$ cat src/rtl/edge_io_pkg.sv
// Shared definitions for the edge I/O blocks: default slice width, collector
// state encoding and the word-length-to-beats clamp.
package edge_io_pkg;

    localparam int SLICE_W_DEF = 8;

    typedef enum logic [0:0] {
        IDLE    = 1'b0,
        COLLECT = 1'b1
    } collect_state_e;

    // A requested length of zero, or one longer than the word, means a full word.
    function automatic logic [7:0] clamp_beats(input logic [7:0] len, input logic [7:0] max_beats);
        logic [7:0] beats_s;
        if ((len == 8'd0) || (len > max_beats)) begin
            beats_s = max_beats;
        end else begin
            beats_s = len;
        end
        return beats_s;
    endfunction

endpackage

$ cat src/rtl/edge_word_fifo2.sv
// Two-entry valid/ready FIFO with a registered, fall-through head. A push while
// full is accepted only if the head is popped in the same cycle; otherwise it is dropped.
module edge_word_fifo2 #(
    parameter int WIDTH = 32
) (
    input  logic             clk,
    input  logic             reset,
    input  logic             push,
    input  logic [WIDTH-1:0] push_data,
    input  logic             pop,
    output logic             out_valid,
    output logic [WIDTH-1:0] out_data,
    output logic             full
);

    logic [1:0]       count_r, count_s;
    logic [WIDTH-1:0] head_r, head_s;
    logic [WIDTH-1:0] tail_r, tail_s;

    assign out_valid = (count_r != 2'd0);
    assign full      = (count_r == 2'd2);
    assign out_data  = head_r;

    // Next occupancy and storage for every push/pop combination.
    always_comb begin
        count_s = count_r;
        head_s  = head_r;
        tail_s  = tail_r;
        case ({push, pop})
            2'b10: begin
                case (count_r)
                    2'd0: begin
                        head_s  = push_data;
                        count_s = 2'd1;
                    end
                    2'd1: begin
                        tail_s  = push_data;
                        count_s = 2'd2;
                    end
                    default: begin
                        count_s = count_r;
                    end
                endcase
            end
            2'b01: begin
                if (count_r == 2'd2) begin
                    head_s  = tail_r;
                    count_s = 2'd1;
                end else begin
                    count_s = 2'd0;
                end
            end
            2'b11: begin
                if (count_r == 2'd2) begin
                    head_s = tail_r;
                    tail_s = push_data;
                end else begin
                    head_s = push_data;
                end
            end
            default: begin
                count_s = count_r;
            end
        endcase
    end

    // Storage and occupancy registers.
    always_ff @(posedge clk or negedge reset) begin
        if (!reset) begin
            count_r <= 2'd0;
            head_r  <= {WIDTH{1'b0}};
            tail_r  <= {WIDTH{1'b0}};
        end else begin
            count_r <= count_s;
            head_r  <= head_s;
            tail_r  <= tail_s;
        end
    end

endmodule

$ cat src/rtl/edge_word_collector.sv
// Serial-to-parallel edge receiver: assembles per-lane slices into words and queues them
// for the host. Optional word_count output when EDGE_COLLECT_WORD_COUNT_EN is defined.
module edge_word_collector
    import edge_io_pkg::*;
#(
    parameter int  LANES           = 1,
    parameter int  SLICE_W         = SLICE_W_DEF,
    parameter int  MAX_WORD_LENGTH = 32,
    localparam int MAX_BEATS       = MAX_WORD_LENGTH / SLICE_W,
    localparam int LEN_W           = $clog2(MAX_BEATS) + 1,
    localparam int WORD_W          = LANES * MAX_BEATS * SLICE_W
) (
    input  logic                   clk,
    input  logic                   reset,
    input  logic                   start,
    input  logic [LEN_W-1:0]       word_len,
    input  logic                   shift_en,
    input  logic [0:LANES*SLICE_W-1] slice_in,
    output logic                   out_valid,
    input  logic                   out_ready,
    output logic [0:WORD_W-1]      out_word,
    output logic                   busy,
    output logic                   done,
    output logic                   overflow,
    input  logic                   clr_err
`ifdef EDGE_COLLECT_WORD_COUNT_EN
    ,
    output logic [15:0]            word_count
`endif
);

    collect_state_e    state_r, state_s;
    logic [LEN_W-1:0]  cnt_r, cnt_s, len_r, len_s;
    logic [LEN_W-1:0]  len_clamp_s, base_cnt_s, base_len_s;
    logic [0:WORD_W-1] asm_r, asm_s, base_asm_s, ins_asm_s;
    logic              last_s, push_s, pop_s, drop_s, push_ok_s;
    logic              fifo_valid_s, fifo_full_s;
    logic              done_r, busy_r, overflow_r;

    assign len_clamp_s = LEN_W'(clamp_beats(8'(word_len), 8'(MAX_BEATS)));

    // A start inside COLLECT restarts the word, so the current beat builds on a clean base.
    always_comb begin
        if (start) begin
            base_cnt_s = {LEN_W{1'b0}};
            base_len_s = len_clamp_s;
            base_asm_s = {WORD_W{1'b0}};
        end else begin
            base_cnt_s = cnt_r;
            base_len_s = len_r;
            base_asm_s = asm_r;
        end
    end

    // Drop each lane's slice into its beat position of the assembly word.
    always_comb begin
        ins_asm_s = base_asm_s;
        for (int l = 0; l < LANES; l++) begin
            for (int k = 0; k < MAX_BEATS; k++) begin
                if (LEN_W'(k) == base_cnt_s) begin
                    ins_asm_s[l*MAX_BEATS*SLICE_W + k*SLICE_W +: SLICE_W] = slice_in[l*SLICE_W +: SLICE_W];
                end else begin
                    ins_asm_s[l*MAX_BEATS*SLICE_W + k*SLICE_W +: SLICE_W] = base_asm_s[l*MAX_BEATS*SLICE_W + k*SLICE_W +: SLICE_W];
                end
            end
        end
    end

    assign last_s = (base_cnt_s == (base_len_s - LEN_W'(1)));

    // Collector next-state: beat counting and word completion.
    always_comb begin
        state_s = state_r;
        cnt_s   = cnt_r;
        len_s   = len_r;
        asm_s   = asm_r;
        push_s  = 1'b0;
        case (state_r)
            IDLE: begin
                if (start) begin
                    state_s = COLLECT;
                    cnt_s   = {LEN_W{1'b0}};
                    len_s   = len_clamp_s;
                    asm_s   = {WORD_W{1'b0}};
                end else begin
                    state_s = IDLE;
                end
            end
            COLLECT: begin
                len_s = base_len_s;
                if (shift_en) begin
                    asm_s = ins_asm_s;
                    if (last_s) begin
                        push_s  = 1'b1;
                        state_s = IDLE;
                        cnt_s   = {LEN_W{1'b0}};
                    end else begin
                        cnt_s = base_cnt_s + LEN_W'(1);
                    end
                end else begin
                    cnt_s = base_cnt_s;
                    asm_s = base_asm_s;
                end
            end
            default: begin
                state_s = IDLE;
            end
        endcase
    end

    assign pop_s     = fifo_valid_s & out_ready;
    assign drop_s    = push_s & fifo_full_s & ~pop_s;
    assign push_ok_s = push_s & ~drop_s;

    edge_word_fifo2 #(
        .WIDTH(WORD_W)
    ) u_fifo (
        .clk      (clk),
        .reset    (reset),
        .push     (push_s),
        .push_data(ins_asm_s),
        .pop      (pop_s),
        .out_valid(fifo_valid_s),
        .out_data (out_word),
        .full     (fifo_full_s)
    );

    assign out_valid = fifo_valid_s;
    assign busy      = busy_r;
    assign done      = done_r;
    assign overflow  = overflow_r;

    // Collector state, status flags and the sticky drop flag (a new drop beats clr_err).
    always_ff @(posedge clk or negedge reset) begin
        if (!reset) begin
            state_r    <= IDLE;
            cnt_r      <= {LEN_W{1'b0}};
            len_r      <= {LEN_W{1'b0}};
            asm_r      <= {WORD_W{1'b0}};
            done_r     <= 1'b0;
            busy_r     <= 1'b0;
            overflow_r <= 1'b0;
        end else begin
            state_r <= state_s;
            cnt_r   <= cnt_s;
            len_r   <= len_s;
            asm_r   <= asm_s;
            done_r  <= push_s;
            busy_r  <= (state_s == COLLECT);
            if (drop_s) begin
                overflow_r <= 1'b1;
            end else if (clr_err) begin
                overflow_r <= 1'b0;
            end else begin
                overflow_r <= overflow_r;
            end
        end
    end

`ifdef EDGE_COLLECT_WORD_COUNT_EN
    logic [15:0] word_count_r;

    assign word_count = word_count_r;

    // Saturating count of words that actually entered the FIFO.
    always_ff @(posedge clk or negedge reset) begin
        if (!reset) begin
            word_count_r <= 16'd0;
        end else if (clr_err) begin
            word_count_r <= 16'd0;
        end else if (push_ok_s && (word_count_r != 16'hFFFF)) begin
            word_count_r <= word_count_r + 16'd1;
        end else begin
            word_count_r <= word_count_r;
        end
    end
`else
    logic unused_push_ok_s;
    assign unused_push_ok_s = push_ok_s;
`endif

endmodule

$ cat config.mk
export PLATFORM = sky130hd
export DESIGN_NAME = edge_word_collector
export DESIGN_NICKNAME = d
export VERILOG_FILES = /design/src/rtl/edge_io_pkg.sv /design/src/rtl/edge_word_fifo2.sv /design/src/rtl/edge_word_collector.sv
export SDC_FILE = /design/constraint.sdc
export NUM_CORES = 1
export LEC_CHECK = 0
export ABC_AREA = 1
export CAP_MARGIN = 20
export CORE_MARGIN = 5
export CORE_UTILIZATION = 40
export DETAILED_ROUTE_END_ITERATION = 10
export HOLD_SLACK_MARGIN = 0.08
export SETUP_SLACK_MARGIN = 0.1
export SYNTH_ARGS = -nofsm -noshare
export SYNTH_HDL_FRONTEND = slang
export SYNTH_SLANG_ARGS = --single-unit
$ cat constraint.sdc
create_clock -name clk -period 3.02 [get_ports clk]
set_clock_uncertainty 0.15 [all_clocks]
set_input_delay 0.302 -clock clk [delete_from_list [all_inputs] [get_ports clk]]
set_output_delay 0.302 -clock clk [all_outputs]
set_load 0.02 [all_outputs]
* Yosys cells after proc, flatten, opt, wreduce, memory -nomap -nowiden
Cells that the tools add are included.
W data, S select, Z words.
** Operators by class
- $add $sub $neg :: 2
- $lt $le $gt $ge :: 1
- Eq/ne operators :: 14
- Muxes and demuxes :: 32
- Bitwise operators :: 5
- Reductions and logical operators :: 12
** Operators by type and width (count)
- $mux W32 :: 7
- $pmux W32 S2 :: 2
- $pmux W32 S3 :: 1
- $mux W8 :: 4
- $mux W3 :: 5
- $mux W1 :: 9
- $pmux W2 S2 :: 2
- $reduce_bool A2 Y1 :: 4
- $eq A2 B2 Y1 const B :: 3
- $eq A2 B3 Y1 const A :: 2
- $logic_not A3 Y1 :: 2
- $pmux W3 S2 :: 1
- $reduce_and A3 Y1 :: 2
- $eq A2 B1 Y1 const B :: 2
- $ne A2 B1 Y1 const B :: 2
- $ne A2 B2 Y1 const B :: 2
- $add A3 B1 Y3 const B :: 1
- $and A1 B1 Y1 :: 3
- $eq A1 B3 Y1 const A :: 1
- $eq A3 B3 Y1 :: 1
- $gt A3 B3 Y1 const B :: 1
- $ne A3 B1 Y1 const B :: 1
- $reduce_bool A3 Y1 :: 1
- $sub A3 B1 Y3 const B :: 1
- other kinds (5) :: 6
** Word-level totals
- Bits in registers :: 107
- Input port bits :: 17
- Logic and storage cells :: 75

* Longest topological paths before layout
Gate-level depths: netlist (run 1).
- Depth after elaboration :: 12
- Mapped depth :: 24

* Hierarchy
Synthesis (run 1) repeated with hierarchy kept, for this count alone.
** Second synthesis, totals
- Cell total of the unflattened synthesis :: 699
- Area, all modules :: 5449.0 µm²
** Modules (own cells, without submodules)
- edge_word_fifo2 :: times used 1, cells each 410, area an instance 3134.3 µm²
- edge_word_collector :: times used 1, cells each 289, area an instance 2314.7 µm²

* Worst setup path after synthesis (run 1)
Ideal clock, no wire load.
- Path kind :: input port to flip-flop
- Start :: input port word_len[0]
- End :: register u_fifo.tail_r[0]
- Arrival :: 2.857 ns
- Required time :: 2.737 ns
- Path slack :: -0.120 ns
- Stages on the path :: 17
- Cells stage by stage :: or2_2 -> ha_1 -> inv_1 -> nand3_1 -> nand2_1 -> inv_1 -> ha_1 -> nand3_1 -> nand3_1 -> nor2_2 -> nand2_1 -> nor2_1 -> ha_1 -> inv_1 -> o21ai_2 -> clkbuf_1 -> o21ai_0
** On the way
- Longest elaborated chain between the ends :: 12
- Elaborated cells on any way between the ends :: 17
- Classes of those cells :: add/sub: 1; order compare: 1; eq/ne: 5; mux: 6; reduce/logical: 4
** Ends and longest elaborated chain
- start: declaration :: line edge_word_collector.sv:16 : input logic [LEN_W-1:0] word_len,
- $gt A3 B3 Y1 or $logic_not A3 Y1 (tied branches) :: line edge_io_pkg.sv:15 : if ((len == 8'd0) || (len > max_beats)) begin
- $logic_or A1 B1 Y1 :: line edge_io_pkg.sv:15
- $mux W3 * :: line edge_io_pkg.sv:15
- $mux W3 *
- named net base_len_s[0] :: line edge_word_collector.sv:34 : logic [LEN_W-1:0] len_clamp_s, base_cnt_s, base_len_s;
- $sub A3 B1 Y3 * :: line edge_word_collector.sv:69 : assign last_s = (base_cnt_s == (base_len_s - LEN_W'(1)));
- $eq A3 B3 Y1 * :: line edge_word_collector.sv:69
- $mux W1 * :: line edge_word_collector.sv:93 : if (last_s) begin
- $mux W1 * :: line edge_word_collector.sv:91 : if (shift_en) begin
- $mux W1 * :: line edge_word_collector.sv:78 : case (state_r)
- named net push_s :: line edge_word_collector.sv:36 : logic last_s, push_s, pop_s, drop_s, push_ok_s;
- $eq A2 B2 Y1 :: line edge_word_fifo2.sv:29 : case ({push, pop})
- $ne A2 B1 Y1 (no source line), or another cell as far along
- $reduce_and A3 Y1 (no source line)
- end signal: assignment :: line edge_word_fifo2.sv:72 : tail_r <= {WIDTH{1'b0}};
- end signal: assignment :: line edge_word_fifo2.sv:76 : tail_r <= tail_s;
- end: declaration :: line edge_word_fifo2.sv:18 : logic [WIDTH-1:0] tail_r, tail_s;
Mark *: on every way through the listed nets, which the timed path passes. The rest lies on a longest branch.
A chain may end at the register's enable or synchronous reset.

* Worst setup path in the final report (run 1)
- Start :: input port word_len[0]
- End :: register u_fifo.tail_r[13]
The elaborated chain is that of the path after synthesis.

==> metrics.cfg, run 1 <==
[layout]
multi_input_area_sq_mm = 0.002516
layout-drive-gt1-share = 0.2152
diodes = 0
design_area_sq_mm = 0.007261
area_growth_pct = 41.02
fillCellCount = 1119
nets = 747
final_cells = 897
regArea_sq_mm = 0.002678

[routing]
ant_nets = 0
wl_met2_microns = 7238
viasPerCell = 5.291
highest_layer = met4
drtPass1Iterations = 5
wl_microns = 15010
drt-initial-drc-count = 379
wl_met3_microns = 861
route.vias.total = 4746
wl_per_cell_microns = 16.73
drc = 0
met1_length_microns = 6543

[synth]
syn-cell-area_sq_mm = 0.005149
ys_top_cells_by_count = 179 x nand2_1, 133 x o21ai_0, 107 x dfrtp_1, 104 x nand3_1, 21 x inv_1
yosys_register_bits = 107
synth_top_area_cell = dfrtp_1
synth_nets = 653
synth.most_common_cell = nand2_1
synth_area_leaders = dfrtp_1 52%, nand2_1 13%, o21ai_0 13%
netlist_instances = 626
synth_top_area_frac = 0.5200
yosysWarnings = 0
synth_edf_count = 0
synth_flop_cell = dfrtp_1
syn_avg_cell_area_sq_um = 8.225
yosysSeqAreaShare = 0.5200
async_flop_share = 1.000
ys_types = 25

[floorplanning]
rows = 41
coreArea_sq_mm = 0.01262
die_w_microns = 123.5
die-area_sq_mm = 0.01524
initial_core_util = 0.4080
top_level_ports = 53
chipHeight_microns = 123.5

[clock_network]
ctsLongestPathBuffers = 2
insertion_delay_ns = 0.35
clock-sinks = 107
h-tree-depth = 3
numCtsBuffers = 9
cts_root_buffer = clkbuf_16
cts.reportedPaths.clkPinSlew_ns = 0.07
cts_tree = yes

[worst_setup_path]
cp-start-kind = primary input
worstSetupPathType = primary input to register
cp.buffers_inverters = 8
crit_path_max_fanout = 8
worstPathArrival_ns = 2.98
timing.rr.start = len_r[1]
worstSetupEndpointType = register
cp.required_ns = 3.13
slowest_stage = or2_4
slowest_delay_ns = 0.24
path_delay_family = simple AND/OR/NAND/NOR gates
critPathLaunch = word_len[0]
crit_chain = buf_6 > or2_4 > ha_4 > inv_2 > nand3_2 > nand2_2 > inv_2 > ha_4 > nand3_1 > nand3_2 > nor2_4 > nand2_2 > nor2_4 > buf_6 > buf_6 > ha_4 > inv_4 > o21ai_4 > o21ai_4 > buf_12 > clkbuf_16 > o21ai_0

[power]
power_frac_comb = 0.424
leakage_nw = 3.358
p_int_mw = 3.424
power_switching_share = 0.3689
powerDensity_mw_per_mm2 = 747.1
pwr-share-seq = 0.358
netSwitchingPower_mw = 2.001
p_clk_frac = 0.218
p_total_mw = 5.425
ir_worst_vdd_v = 0.0003655

[timing]
slew_viol_final = 0
finalCritPeriodShare = 0.9494
worst_pin_slew_ns = 0.7213
hold_slack_ns = 0.1865
final_period_minus_worst_setup_slack_ns = 2.867
hold_viol = 0
max_freq_ghz = 0.3488
rsz0062_at_grt = no
maxSlewHeadroom = 0.5191
finalSetupViolCount = 0

[min_path]
min_from = word_len[1]
min_path_type = primary input to register

[placed_design]
dpl.hpwl_microns = 8550
placement.io_buffers = 52
gp_congestion = 0.8109
placed_area_sq_mm = 0.006101
place_inst = 845

[global_routing]
grt_use_total = 0.1927
antenna_found_initial = 0
grt_pass1_wl_microns = 22770
grt_overflow_total = 0
grt_pass1_vias = 4453
grt_start_max_net_pins = 66

[status]
outcome = finished clean

[run]
maxCapViolations = 0

==> cell usage in the layout, fill, tap and decap left out, drive strengths merged <==
master	n
inv	24
clkbuf	17
nand3	104
clkinv	2
nand2	188
or2	1
bufinv	1
dfrtp	107
dlygate4sd2	1
buf	67
a21oi	4
clkinvlp	2
dlymetal6s2s	1
o21ai	135
clkdlybuf4s50	47
nand4	1
nor2	10
dlygate4sd3	1
ha	10
o22ai	2
==> worst paths after layout <==
kind	to	slack [ns]	cells after the start
min in group asynchronous	u_fifo.out_data[10]	0.40	2
max in group asynchronous	u_fifo.out_data[24]	1.57	3
max reg2reg	u_fifo.tail_r[13]	0.26	19
min	len_r[1]	0.19	4
max	u_fifo.tail_r[13]	0.15	22
min reg2reg	u_fifo.out_data[5]	0.32	2
==> registers in the layout, indices dropped and copies added (netlist names) <==
register         cells
asm_r               32
u_fifo.out_data     32
u_fifo.tail_r       32
cnt_r                3
len_r                3
u_fifo.count_r       2
busy                 1
done                 1
overflow             1
==> worst register-to-register path, stage by stage (launching register included) <==
cell and delay (ns):
dfrtp_1 0.32, inv_1 0.04, o21ai_1 0.15, inv_1 0.10
ha_4 0.28, inv_2 0.03, nand2_2 0.06, nand3_2 0.08
nor2_4 0.11, nand2_2 0.08, nor2_4 0.13, buf_6 0.12
buf_6 0.10, ha_4 0.14, inv_4 0.05, o21ai_4 0.15
o21ai_4 0.10, buf_12 0.17, clkbuf_16 0.17, o21ai_0 0.16
==> cell families (layout without fill, tap and decap cells) <==
family,count (synthesis),after routing,share of synthesized area
simple gates,300,304,0.2535
compound gates,141,141,0.1390
flops,107,107,0.5200
buf+inv,68,163,0.06318
fa+ha+maj,10,10,0.02430
==> per-stage QoR <==
stage	setup TNS (ns)	worst slack, ns	util
floorplan	0	0.1195	-
global placement	-29.27	-0.5120	0.4834
detailed placement	-32.51	-0.5559	0.4834
CTS	0	0.1126	0.5446
global route	0	0.04205	0.5754
finish	0	0.1529	0.5754
==> layer usage <==
layer | global-route usage | vias to the layer above
li1 | - | 2302
met1 | 0.2612 | 2252
met2 | 0.3180 | 155
met3 | 0.03431 | 37
met4 | 0.05467 | 0
met5 | 0 | -
==> power by group through the flow <==
stage,Combinational [mW],Sequential [mW],Clock (mW)
2_1_floorplan,0.900,2.05,0
3_3_place_gp,1.60,1.94,0
3_5_place_dp,1.62,1.95,0
4_1_cts,2.03,1.92,1.21
5_1_grt,2.49,1.98,1.26
6_report,2.30,1.94,1.18
==> area by class of cell <==
class	count	area share
Clock inverter	4	0.006893
Sequential cell	107	0.3688
Clock buffer	12	0.03395
Inverter	25	0.01499
Tap cell	172	0.02964
Timing Repair Buffer	122	0.1992
Multi-Input combinational cell	455	0.3465
==> timing repair <==
item | CTS | global route
resized for setup | 40 | 79
pin swaps | 17 | 19
hold endpoints to repair | 50 | 0
cloned | 7 | 8
setup endpoints to repair | 66 | 65
setup buffers | 17 | 5
hold buffers | 1 | 0
Power figures use the tool's default switching activity.
==> run 2, diff against run 1 <==
Settings changed: RECOVER_POWER from default to 100.
==> metrics.cfg, run 2 (synthesized netlist as in run 1, its figures left out) <==
[layout]
nets = 747  ; unchanged
final_common_cell = nand2_1
area_growth_pct = 39.95
layout-drive-gt1-share = 0.2055  ; -0.009655
final_cell_mix = 164 x nand2_1, 109 x o21ai_0, 107 x dfrtp_1
utilization = 0.5710  ; -0.004363
diodes = 0  ; unchanged

[placed_design]
placement.io_buffers = 52  ; unchanged
gp_congestion = 0.8109  ; unchanged
dpl.hpwl_microns = 8550  ; unchanged

[timing]
slew_viol_final = 0  ; unchanged
hold_slack_ns = 0.1871  ; +0.0005870 ns
finalCritPeriodShare = 0.9601  ; +0.01069
worst_pin_slew_ns = 1.387  ; +0.6656 ns
final_period_minus_worst_setup_slack_ns = 2.899  ; +0.03230 ns
hold_viol = 0  ; unchanged
finalSetupViolCount = 0  ; unchanged
maxSlewHeadroom = 0.07544  ; -0.4437
max_freq_ghz = 0.3449  ; -1.1%
rsz0062_at_grt = no

[worst_setup_path]
reg2reg_depth = 19  ; unchanged
r2r_slack_ns = 0.24  ; -0.02 ns
r2r_end = u_fifo.tail_r[13]
worstPathArrival_ns = 3.02  ; +0.04 ns
crit_path_max_fanout = 8  ; unchanged
worstSetupPathType = primary input to register
timing.rr.start = len_r[1]
cp.required_ns = 3.14  ; about the same
worstSetupEndpointType = register
cp-start-kind = primary input

[floorplanning]
initial_core_util = 0.4080  ; unchanged
die_w_microns = 123.5  ; unchanged
coreArea_sq_mm = 0.01262  ; unchanged
top_level_ports = 53  ; unchanged
die-area_sq_mm = 0.01524  ; unchanged
rows = 41  ; unchanged
chipHeight_microns = 123.5  ; unchanged

[min_path]
hold_depth = 4  ; unchanged
min_from = word_len[1]
hold_end = len_r[1]
min_path_type = primary input to register

[global_routing]
antenna_found_initial = 0  ; unchanged
grt_start_max_net_pins = 66  ; unchanged
grt_overflow_total = 0  ; unchanged
grt_pass1_vias = 4453  ; unchanged
grt_pass1_wl_microns = 22770  ; unchanged
grt_use_total = 0.1927  ; unchanged

[clock_network]
cts_tree = yes
ctsLongestPathBuffers = 2  ; unchanged
cts_root_buffer = clkbuf_16
h-tree-depth = 3  ; unchanged
insertion_delay_ns = 0.35  ; about the same
clock-sinks = 107  ; unchanged
cts.reportedPaths.clkPinSlew_ns = 0.07  ; about the same
numCtsBuffers = 9  ; unchanged

[power]
netSwitchingPower_mw = 1.995  ; -0.27%
leakage_nw = 3.415  ; +1.7%
ir_worst_vdd_v = 0.0003588  ; -1.8%
p_clk_frac = 0.221  ; +0.003
p_int_mw = 3.366  ; -1.7%
power_frac_comb = 0.418  ; -0.006
powerDensity_mw_per_mm2 = 744.1  ; -0.40%
p_total_mw = 5.362  ; -1.2%
power_switching_share = 0.3722  ; +0.003312
pwr-share-seq = 0.361  ; +0.003

[run]
maxCapViolations = 0  ; unchanged

[routing]
wl_microns = 15030  ; +0.11%
ant_nets = 0  ; unchanged
route.vias.total = 4751  ; +0.11%
drtPass1Iterations = 5  ; unchanged
drc = 0  ; unchanged
drt-initial-drc-count = 403  ; +6.3%
wl_per_cell_microns = 16.75  ; +0.11%
viasPerCell = 5.297  ; +0.11%

[status]
outcome = finished clean

-- run 2: metrics by stage --
step / instance area [sq um] / setup slack, ns / setup TNS (ns) / instances
6_report: 7206 / 0.1206 / 0 / 897
4_1_cts: 6873 / 0.1126 / 0 / 886
5_1_grt: 7206 / 0.005177 / 0 / 897
3_5_place_dp: 6101 / -0.5559 / -32.51 / 845
3_3_place_gp: 6101 / -0.5120 / -29.27 / 845
2_1_floorplan: 5278 / 0.1195 / 0 / 626
-- run 2: power by group through the flow --
stage          combinational (mW)  sequential (mW)  clock, mW
2_1_floorplan               0.900             2.05          0
3_3_place_gp                 1.60             1.94          0
3_5_place_dp                 1.62             1.95          0
4_1_cts                      2.03             1.92       1.21
5_1_grt                      2.43             1.98       1.26
6_report                     2.24             1.94       1.19
-- run 2: area by class of cell --
| type | instances | area [sq um] |
|---|---|---|
| repair buffers | 122 | 1396 |
| clock buffers | 12 | 246.5 |
| multi-input cells | 455 | 2511 |
| flip-flops and latches | 107 | 2678 |
| well taps | 172 | 215.2 |
| clock inverters | 4 | 50.05 |
| fillers | 1131 | 5414 |
| inverters | 25 | 108.9 |
-- run 2: repair_timing --
item                       in CTS  in global routing
gates resized for setup        40                 79
hold endpoints to repair       50                  0
pin swaps                      17                 19
cloned                          7                  8
hold buffers                    1                  0
setup buffers                  17                  5
setup endpoints to repair      66                 65
-- run 2: worst max-delay path, cell delays in order --
cell and delay (ns):
buf_6 0.09, or2_4 0.25, ha_4 0.26, inv_2 0.03, nand3_2 0.05, nand2_2 0.06
buf_4 0.13, buf_4 0.12, buf_4 0.12, buf_4 0.13, nor2_4 0.11, nor2_4 0.05
nand2_1 0.11, nor2_4 0.06, buf_6 0.12, ha_4 0.17, buf_6 0.12, o21ai_4 0.13
o21ai_4 0.10, buf_12 0.17, clkbuf_16 0.16, o21ai_0 0.16
-- run 2: worst max-delay path by stage --
stage                            from                  end
after detailed placement  word_len[0]  u_fifo.out_data[20]
after global placement    word_len[0]  u_fifo.out_data[20]
after CTS                 word_len[1]    u_fifo.tail_r[17]
after floorplan           word_len[0]     u_fifo.tail_r[6]
final                     word_len[0]    u_fifo.tail_r[13]
after global routing      word_len[0]    u_fifo.tail_r[29]
-- run 2: per-layer routing --
layer | GRT usage | vias to the layer above | part of all wire
met4 | 0.05467 | 0 | 0.024
met5 | 0 | - | 0
li1 | - | 2304 | -
met3 | 0.03431 | 36 | 0.058
met2 | 0.3180 | 157 | 0.48
met1 | 0.2612 | 2254 | 0.44
